==> config.mk <==
export PLATFORM = sky130hd
export DESIGN_NAME = lcd_command_sequencer
export DESIGN_NICKNAME = d
export VERILOG_FILES = /design/src/rtl/lcd_pkg.sv /design/src/rtl/lcd_delay_timer.sv /design/src/rtl/lcd_command_sequencer.sv
export SDC_FILE = /design/constraint.sdc
export NUM_CORES = 1
export LEC_CHECK = 0
export ABC_AREA = 1
export ABC_CLOCK_PERIOD_IN_PS = 2600
export CORE_MARGIN = 5
export CORE_UTILIZATION = 42
export DETAILED_ROUTE_END_ITERATION = 16
export GPL_TIMING_DRIVEN = 0
export PLACE_DENSITY_LB_ADDON = 0.2
export SYNTH_ARGS = -nofsm -noshare
export SYNTH_HDL_FRONTEND = slang
export SYNTH_SLANG_ARGS = --single-unit
export TNS_END_PERCENT = 50
==> constraint.sdc <==
create_clock -name clk_i -period 2.6 [get_ports clk_i]
set_input_delay 0.39 -clock clk_i [delete_from_list [all_inputs] [get_ports clk_i]]
set_output_delay 0.39 -clock clk_i [all_outputs]
set_load 0.03 [all_outputs]
==> src/rtl/lcd_pkg.sv <==
`default_nettype none
// ============================================================================
//  Module      : lcd_pkg
//  Description : Shared constants, state encoding and helpers for the
//                Spartan-3E character LCD command sequencer and the 4-bit
//                instruction FSM.
//  Revision    : 1.0 - initial release
// ============================================================================
package lcd_pkg;

    // Instruction words: [9]=RS, [8]=RW, [7:0]=instruction byte
    localparam logic [9:0] FUNCTION_SET       = 10'h028;
    localparam logic [9:0] ENTRY_MODE_SET     = 10'h006;
    localparam logic [9:0] DISPLAY_ON_OFF     = 10'h00C;
    localparam logic [9:0] CLEAR_DISPLAY      = 10'h001;
    localparam logic [9:0] RETURN_CURSOR_HOME = 10'h002;

    // Default timing counts at 50 MHz, shared with the instruction FSM
    localparam int T_PWRON_DEF = 750000;
    localparam int T_GAP1_DEF  = 205000;
    localparam int T_GAP2_DEF  = 5000;
    localparam int T_GAP3_DEF  = 2000;
    localparam int T_SETUP_DEF = 2;
    localparam int T_EHIGH_DEF = 12;
    localparam int T_CLEAR_DEF = 82000;
    localparam int CNT_W_DEF   = 20;

    // Sequencer states
    typedef enum logic [3:0] {
        ST_PWR_WAIT  = 4'd0,
        ST_NIB_SETUP = 4'd1,
        ST_NIB_E     = 4'd2,
        ST_NIB_HOLD  = 4'd3,
        ST_NIB_GAP   = 4'd4,
        ST_ISSUE     = 4'd5,
        ST_ACK       = 4'd6,
        ST_BUSY      = 4'd7,
        ST_POST      = 4'd8,
        ST_READY     = 4'd9
    } seq_state_e;

    // Configuration instruction issued after the wake-up nibbles
    function automatic logic [9:0] cfg_word(input logic [1:0] idx);
        logic [9:0] w;
        case (idx)
            2'd0:    w = FUNCTION_SET;
            2'd1:    w = ENTRY_MODE_SET;
            2'd2:    w = DISPLAY_ON_OFF;
            default: w = CLEAR_DISPLAY;
        endcase
        return w;
    endfunction

    // Wake-up nibble sequence 0x3, 0x3, 0x3, 0x2
    function automatic logic [3:0] init_nibble(input logic [1:0] idx);
        return (idx == 2'd3) ? 4'h2 : 4'h3;
    endfunction

    // Clear and home instructions need a long settle time afterwards
    function automatic logic needs_clear_wait(input logic [9:0] w);
        return (w[9:2] == 8'd0) && (w[1:0] != 2'd0);
    endfunction

endpackage
`default_nettype wire

==> src/rtl/lcd_delay_timer.sv <==
`default_nettype none
// ============================================================================
//  Module      : lcd_delay_timer
//  Description : Clearable up-counter with a terminal-count flag. The count
//                saturates at the limit so a phase of length T ends when the
//                count reaches T-1.
//  Revision    : 1.0 - initial release
// ============================================================================
module lcd_delay_timer #(
    parameter int CNT_W = 20
) (
    input  logic             clk_i,
    input  logic             reset_i,
    input  logic             clr_i,
    input  logic [CNT_W-1:0] limit_i,
    output logic             done_o
);

    logic [CNT_W-1:0] count_q;
    logic [CNT_W-1:0] count_d;

    // Next count: restart on clear, otherwise advance until the limit
    always_comb begin
        count_d = count_q;
        if (clr_i) begin
            count_d = '0;
        end else if (!done_o) begin
            count_d = count_q + {{(CNT_W-1){1'b0}}, 1'b1};
        end
    end

    // Count register
    always_ff @(posedge clk_i or posedge reset_i) begin
        if (reset_i) begin
            count_q <= '0;
        end else begin
            count_q <= count_d;
        end
    end

    assign done_o = (count_q == limit_i);

endmodule
`default_nettype wire

==> src/rtl/lcd_command_sequencer.sv <==
`default_nettype none
// ============================================================================
//  Module      : lcd_command_sequencer
//  Description : Brings the Spartan-3E character LCD from power-up to ready
//                (wake-up nibbles driven directly, configuration words via
//                the instruction FSM), then forwards user commands one at a
//                time through the next_instruction/busy handshake.
//  Revision    : 1.0 - initial release
// ============================================================================
module lcd_command_sequencer
    import lcd_pkg::*;
#(
    parameter int T_PWRON = T_PWRON_DEF,
    parameter int T_GAP1  = T_GAP1_DEF,
    parameter int T_GAP2  = T_GAP2_DEF,
    parameter int T_GAP3  = T_GAP3_DEF,
    parameter int T_SETUP = T_SETUP_DEF,
    parameter int T_EHIGH = T_EHIGH_DEF,
    parameter int T_CLEAR = T_CLEAR_DEF,
    parameter int CNT_W   = CNT_W_DEF
) (
    input  logic       clk_i,
    input  logic       reset_i,
    input  logic       cmd_valid_i,
    input  logic [9:0] cmd_db_i,
    output logic       cmd_ready_o,
    output logic       init_done_o,
    output logic       next_instruction_o,
    output logic [9:0] db_o,
    input  logic       instr_busy_i,
    output logic       init_active_o,
    output logic [3:0] init_sf_d_o,
    output logic       init_lcd_e_o
);

    // Terminal counts: a phase of T cycles ends when the count equals T-1
    localparam logic [CNT_W-1:0] LIM_PWRON = CNT_W'(T_PWRON - 1);
    localparam logic [CNT_W-1:0] LIM_GAP1  = CNT_W'(T_GAP1 - 1);
    localparam logic [CNT_W-1:0] LIM_GAP2  = CNT_W'(T_GAP2 - 1);
    localparam logic [CNT_W-1:0] LIM_GAP3  = CNT_W'(T_GAP3 - 1);
    localparam logic [CNT_W-1:0] LIM_SETUP = CNT_W'(T_SETUP - 1);
    localparam logic [CNT_W-1:0] LIM_EHIGH = CNT_W'(T_EHIGH - 1);
    localparam logic [CNT_W-1:0] LIM_CLEAR = CNT_W'(T_CLEAR - 1);

    seq_state_e state_q, state_d;
    logic [1:0] nib_idx_q, nib_idx_d;
    logic [1:0] cfg_idx_q, cfg_idx_d;
    logic [9:0] db_q, db_d;
    logic       init_done_q, init_done_d;
    logic       cmd_ready_q, cmd_ready_d;
    logic       next_instr_q, next_instr_d;
    logic       init_active_q, init_active_d;
    logic [3:0] sf_nib_q, sf_nib_d;
    logic       lcd_e_q, lcd_e_d;

    logic             tmr_clr;
    logic             tmr_done;
    logic [CNT_W-1:0] tmr_limit;

    // Every state change restarts the phase timer
    assign tmr_clr = (state_d != state_q);

    lcd_delay_timer #(
        .CNT_W (CNT_W)
    ) u_timer (
        .clk_i   (clk_i),
        .reset_i (reset_i),
        .clr_i   (tmr_clr),
        .limit_i (tmr_limit),
        .done_o  (tmr_done)
    );

    // Phase length for the current state; untimed states saturate harmlessly
    always_comb begin
        tmr_limit = '1;
        case (state_q)
            ST_PWR_WAIT:  tmr_limit = LIM_PWRON;
            ST_NIB_SETUP: tmr_limit = LIM_SETUP;
            ST_NIB_E:     tmr_limit = LIM_EHIGH;
            ST_NIB_GAP: begin
                case (nib_idx_q)
                    2'd0:    tmr_limit = LIM_GAP1;
                    2'd1:    tmr_limit = LIM_GAP2;
                    default: tmr_limit = LIM_GAP3;
                endcase
            end
            ST_POST:      tmr_limit = LIM_CLEAR;
            default:      tmr_limit = '1;
        endcase
    end

    // Next-state, sequence indices and instruction word
    always_comb begin
        state_d     = state_q;
        nib_idx_d   = nib_idx_q;
        cfg_idx_d   = cfg_idx_q;
        db_d        = db_q;
        init_done_d = init_done_q;
        case (state_q)
            ST_PWR_WAIT: begin
                if (tmr_done) state_d = ST_NIB_SETUP;
            end
            ST_NIB_SETUP: begin
                if (tmr_done) state_d = ST_NIB_E;
            end
            ST_NIB_E: begin
                if (tmr_done) state_d = ST_NIB_HOLD;
            end
            ST_NIB_HOLD: begin
                state_d = ST_NIB_GAP;
            end
            ST_NIB_GAP: begin
                if (tmr_done) begin
                    if (nib_idx_q == 2'd3) begin
                        cfg_idx_d = 2'd0;
                        db_d      = cfg_word(2'd0);
                        state_d   = ST_ISSUE;
                    end else begin
                        nib_idx_d = nib_idx_q + 2'd1;
                        state_d   = ST_NIB_SETUP;
                    end
                end
            end
            ST_ISSUE: begin
                state_d = ST_ACK;
            end
            ST_ACK: begin
                if (instr_busy_i) state_d = ST_BUSY;
            end
            ST_BUSY: begin
                if (!instr_busy_i) state_d = ST_POST;
            end
            ST_POST: begin
                // Clear/home hold here for the full settle time; others pass through
                if (!needs_clear_wait(db_q) || tmr_done) begin
                    if (init_done_q) begin
                        state_d = ST_READY;
                    end else if (cfg_idx_q == 2'd3) begin
                        init_done_d = 1'b1;
                        state_d     = ST_READY;
                    end else begin
                        cfg_idx_d = cfg_idx_q + 2'd1;
                        db_d      = cfg_word(cfg_idx_q + 2'd1);
                        state_d   = ST_ISSUE;
                    end
                end
            end
            ST_READY: begin
                if (cmd_valid_i) begin
                    db_d    = cmd_db_i;
                    state_d = ST_ISSUE;
                end
            end
            default: begin
                state_d = ST_PWR_WAIT;
            end
        endcase
    end

    // Output values decoded from the upcoming state so they change on the same edge
    always_comb begin
        cmd_ready_d   = (state_d == ST_READY);
        next_instr_d  = (state_d == ST_ISSUE);
        lcd_e_d       = (state_d == ST_NIB_E);
        init_active_d = init_active_q && (state_d != ST_ISSUE);
        sf_nib_d      = 4'h0;
        if (state_d inside {ST_NIB_SETUP, ST_NIB_E, ST_NIB_HOLD, ST_NIB_GAP}) begin
            sf_nib_d = init_nibble(nib_idx_d);
        end
    end

    // State, index and output registers; reset aborts and restarts the sequence
    always_ff @(posedge clk_i or posedge reset_i) begin
        if (reset_i) begin
            state_q       <= ST_PWR_WAIT;
            nib_idx_q     <= 2'd0;
            cfg_idx_q     <= 2'd0;
            db_q          <= 10'd0;
            init_done_q   <= 1'b0;
            cmd_ready_q   <= 1'b0;
            next_instr_q  <= 1'b0;
            init_active_q <= 1'b1;
            sf_nib_q      <= 4'h0;
            lcd_e_q       <= 1'b0;
        end else begin
            state_q       <= state_d;
            nib_idx_q     <= nib_idx_d;
            cfg_idx_q     <= cfg_idx_d;
            db_q          <= db_d;
            init_done_q   <= init_done_d;
            cmd_ready_q   <= cmd_ready_d;
            next_instr_q  <= next_instr_d;
            init_active_q <= init_active_d;
            sf_nib_q      <= sf_nib_d;
            lcd_e_q       <= lcd_e_d;
        end
    end

    assign cmd_ready_o        = cmd_ready_q;
    assign init_done_o        = init_done_q;
    assign next_instruction_o = next_instr_q;
    assign db_o               = db_q;
    assign init_active_o      = init_active_q;
    assign init_sf_d_o        = sf_nib_q;
    assign init_lcd_e_o       = lcd_e_q;

endmodule
`default_nettype wire

==> out/metrics.sh <==
OUTCOME='complete, but fails checks'
FAILED_CHECKS='negative setup slack'
TIMING.CLOCK.SKEW_NS=0.00984
GPL_WTD_CONG=0.962
GRT_PASS1_WL_MICRONS=14600
ACHIEVABLE-FREQUENCY_MHz=367
CTS.HOLD.BUFFERS_ADDED=0
PERIOD_MINUS_SLACK_NS=2.73
BOUNDARY_PINS=33
MOSTFREQUENTLAYOUTCELLS='sky130_fd_sc_hd__nand2_1, sky130_fd_sc_hd__inv_1, sky130_fd_sc_hd__nor2_1'
AVGROUTEDWIREPERCELL_MICRONS=14.8
CORE_ROWS=31
MAXIMUM_NUMBER_OF_PINS_ON_ONE_NET_BEFORE_GLOBAL_ROUTE_REPAIR=39
TYPE_OF_THE_WORST_MIN_DELAY_PATH='input port to asynchronous set/reset pin'
WORSTSETUPSTARTPOINTTYPE='flop'
NUMBER_OF_ANTENNA_VIOLATIONS_AT_THE_FIRST_CHECK_IN_GLOBAL_ROUTING=0
CLK_PIN_SLEW_NS=0.10
AVGSYNTHCELLAREA_SQ_UM=6.88
CLOCKROOTBUFFER='sky130_fd_sc_hd__clkbuf_8'
FINAL.PERIOD_UTILIZATION=1.05
SYNTHESIS.YOSYS.WARNINGS=0
INITIAL_CORE_UTIL=0.437
FLOORPLAN.DIE.HEIGHT_MICRONS=97.4
H_TREE_LEVELS=2
WORST_IR_DROP_VDD_mV=0.217
GRT_UTIL_ALL_LAYERS=0.188
TIMING.CRITICAL_PATH.BUF_INV=4
SYN-CELL-AREA_SQ_UM=3210
DIE_WIDTH_MICRONS=97.4
FIRST_GLOBAL_VIAS=3044
WORST_SLEW_MARGIN_REL=0.635
FINAL-HOLD-VIOLATION-COUNT=0
GRT.OVERFLOW.TOTAL=0
TIMING.CRITICAL_PATH.SLOWEST_CELL_DELAY_NS=0.50
WORSTPATHMAXFANOUT=10
FIN_NETS=552
CRIT_PATH_KIND='flop to flop'
POST-LAYOUT-TOTAL-POWER_mW=1.29
DETAIL_ROUTE.ITER0.VIOLATIONS=246
CRITICAL_PATH.CELL_CHAIN='nor2_4 -> nand2_4 -> nand2_4 -> inv_2 -> nand3_4 -> buf_6 -> a21oi_1 -> nor2_1 -> nand3_1 -> nor2_1 -> nand2_1 -> buf_6 -> nand3_1 -> nand3_2 -> o211ai_1 -> nand2_4 -> buf_12 -> nor2_2'
LAYOUT_COMMONEST_CELL='sky130_fd_sc_hd__nand2_1'
CLK_LATENCY_NS=0.31
CLOCK-SINKS=45
FRACTION_OF_FINAL_LAYOUT_CELLS_WITH_DRIVE_STRENGTH_GREATER_THAN_1=0.264
PATH_DELAY_FAMILY='simple AND/OR/NAND/NOR gates'
ANTENNA-DIODE-COUNT=0
CTS-BUFFERS-INSERTED=5
TRITONCTS_CLOCK_TREE='done'
PLACEABLECOREAREA_SQ_UM=7330
SETUP_TNS_NS=-3.01
VIA_COUNT=3297
CRITICAL_PATH.MOST_COMMON_CELL='sky130_fd_sc_hd__nand2_4'
GRT_SETUP_UNREPAIRED='yes'
SETUP-VIOLATIONS-FINAL=34
CP_DATA_REQUIRED_TIME_NS=2.84
CLOCK_TREE.BUFFER_DEPTH=2
ANTENNA_VIOLATING_NETS_POST_ROUTE=0
DETAIL_ROUTE.DRC_VIOLATIONS=0
SYNTH.LIB_CELLS_USED.DISTINCT=33
SYNTH_SEQ_AREA_SHARE=0.352
POWER_PER_CELL_AREA_nW_PER_UM2=300
FLOORPLAN.DIE_AREA_SQ_UM=9480
DRV_SLEW=0
P_R_AREA_GROWTH_VS_SYN_PCT=34.0
SEQ_AREA_SQ_UM=1130
CELLS_AFTER_SYNTH=466
CP_DATA_ARRIVAL_TIME_NS=2.97
HOLDWS_NS=0.308
MULTIINPUTGATEAREA_SQ_UM=2000
CRITICAL-PATH-SLOWEST-CELL='sky130_fd_sc_hd__dfrtp_2'
MAX_SLEW.WORST_PIN.SLEW_NS=0.542
IO_BUFFER_COUNT=30
DPL.HPWL_MICRONS=6430
TOTAL_LEAKAGE_POWER_nW=2.01
ENDPOINT_CLASS_OF_THE_CRITICAL_PATH='flop'
DRT-VIAS-PER-INSTANCE=5.21
NUMBER_OF_MAXIMUM_CAPACITANCE_VIOLATIONS=0
DRT_PRE_ANTENNA_ITERS=5
SYNTH_SEQ_CELLS=45
ROUTE.FINAL.WIRE_LENGTH_MICRONS=9370
FILLERS=664
SETUP_SLACK_NS=-0.127
power breakdown:
group          total [mW]  internal, mW  switching [mW]
logic              0.0449        0.0225          0.0224
registers           0.699         0.699               0
clock network       0.547         0.288           0.259
total                1.29          1.01           0.281
sequential cells by signal, indices dropped and copies added, names as in the netlist:
| signal | cells |
|---|---|
| state_q | 4 |
| db_o | 10 |
| cmd_ready_o | 1 |
| init_done_o | 1 |
| cfg_idx_q | 2 |
| init_lcd_e_o | 1 |
| nib_idx_q | 2 |
| init_active_o | 1 |
| init_sf_d_o | 2 |
| u_timer.count_q | 20 |
| next_instruction_o | 1 |
metal layers:
| metal | vias up | track usage | part of all wire |
|---|---|---|---|
| li1 | 1606 | - | - |
| met1 | 1521 | 0.258 | 0.45 |
| met2 | 138 | 0.302 | 0.47 |
| met3 | 32 | 0.0345 | 0.052 |
| met4 | 0 | 0.0543 | 0.026 |
| met5 | - | 0 | 0 |
stage by stage:
step | utilization | worst slack (ns) | cell area [sq um] | cells
after floorplan | - | 0.219 | 3210 | 467
after global placement | 0.496 | -0.306 | 3630 | 596
after detailed placement | 0.498 | -0.286 | 3650 | 597
after CTS | 0.541 | -0.0212 | 3960 | 619
after global routing | 0.586 | -0.255 | 4300 | 633
final | 0.586 | -0.127 | 4300 | 633
synthesized netlist by cell type (all sizes together):
cell    count  area, sq um
xnor2       1         8.76
inv        55          206
buf         9         93.8
clkbuf      5         18.8
nor4        4         25.0
nand3b      2         15.0
or2         1         6.26
a22o        2         17.5
dfrtp      44         1100
ha          5         62.6
a21oi       9         45.0
dfstp       1         26.3
nor2       79          374
xor2        7         61.3
nand2     149          589
conb        1         3.75
nand4       7         43.8
o22ai       3         18.8
o21ai      29          164
a211o       1         8.76
nor3        8         40.0
o211a       1         10.0
o211ai      3         22.5
nand3      40          243
path summary, 6_finish.rpt:
path	to	slack [ns]	from	depth (start not counted)
setup reg to reg	u_timer.count_q[19]	-0.13	state_q[1]	18
hold reg to reg	init_active_o	0.44	init_active_o	2
hold / removal	db_o[6]	0.31	reset_i	2
min in group clk_i	init_active_o	0.44	init_active_o	2
max in group asynchronous	state_q[1]	1.84	reset_i	3
setup / recovery	u_timer.count_q[19]	-0.13	state_q[1]	18
cell families after synthesis:
kind of cell | count (synthesis) | synth area share
and+or+nand+nor | 290 | 0.417
buffers and inverters | 69 | 0.0995
AOI/OAI and AO/OA | 48 | 0.0894
DFF | 45 | 0.352
xor gates and xnor gates | 8 | 0.0219
adders and majority gates | 5 | 0.0195
other | 1 | 0.00117
area by class of cell:
type | instances | share of cell area
clock buffer | 5 | 0.0160
buffer | 14 | 0.0303
tap | 99 | 0.0288
sequential | 45 | 0.263
clock inverter | 3 | 0.0108
multi-input combinational | 353 | 0.466
inverter | 55 | 0.0510
timing repair buffer | 59 | 0.134
timing repair:
item / in CTS / in global routing
buffers inserted: 13 / 11
gates resized for setup: 23 / 58
cloned: 1 / 3
pin swaps: 7 / 7
endpoints found under the setup margin: 38 / 38
Power figures use the tool's default switching activity.
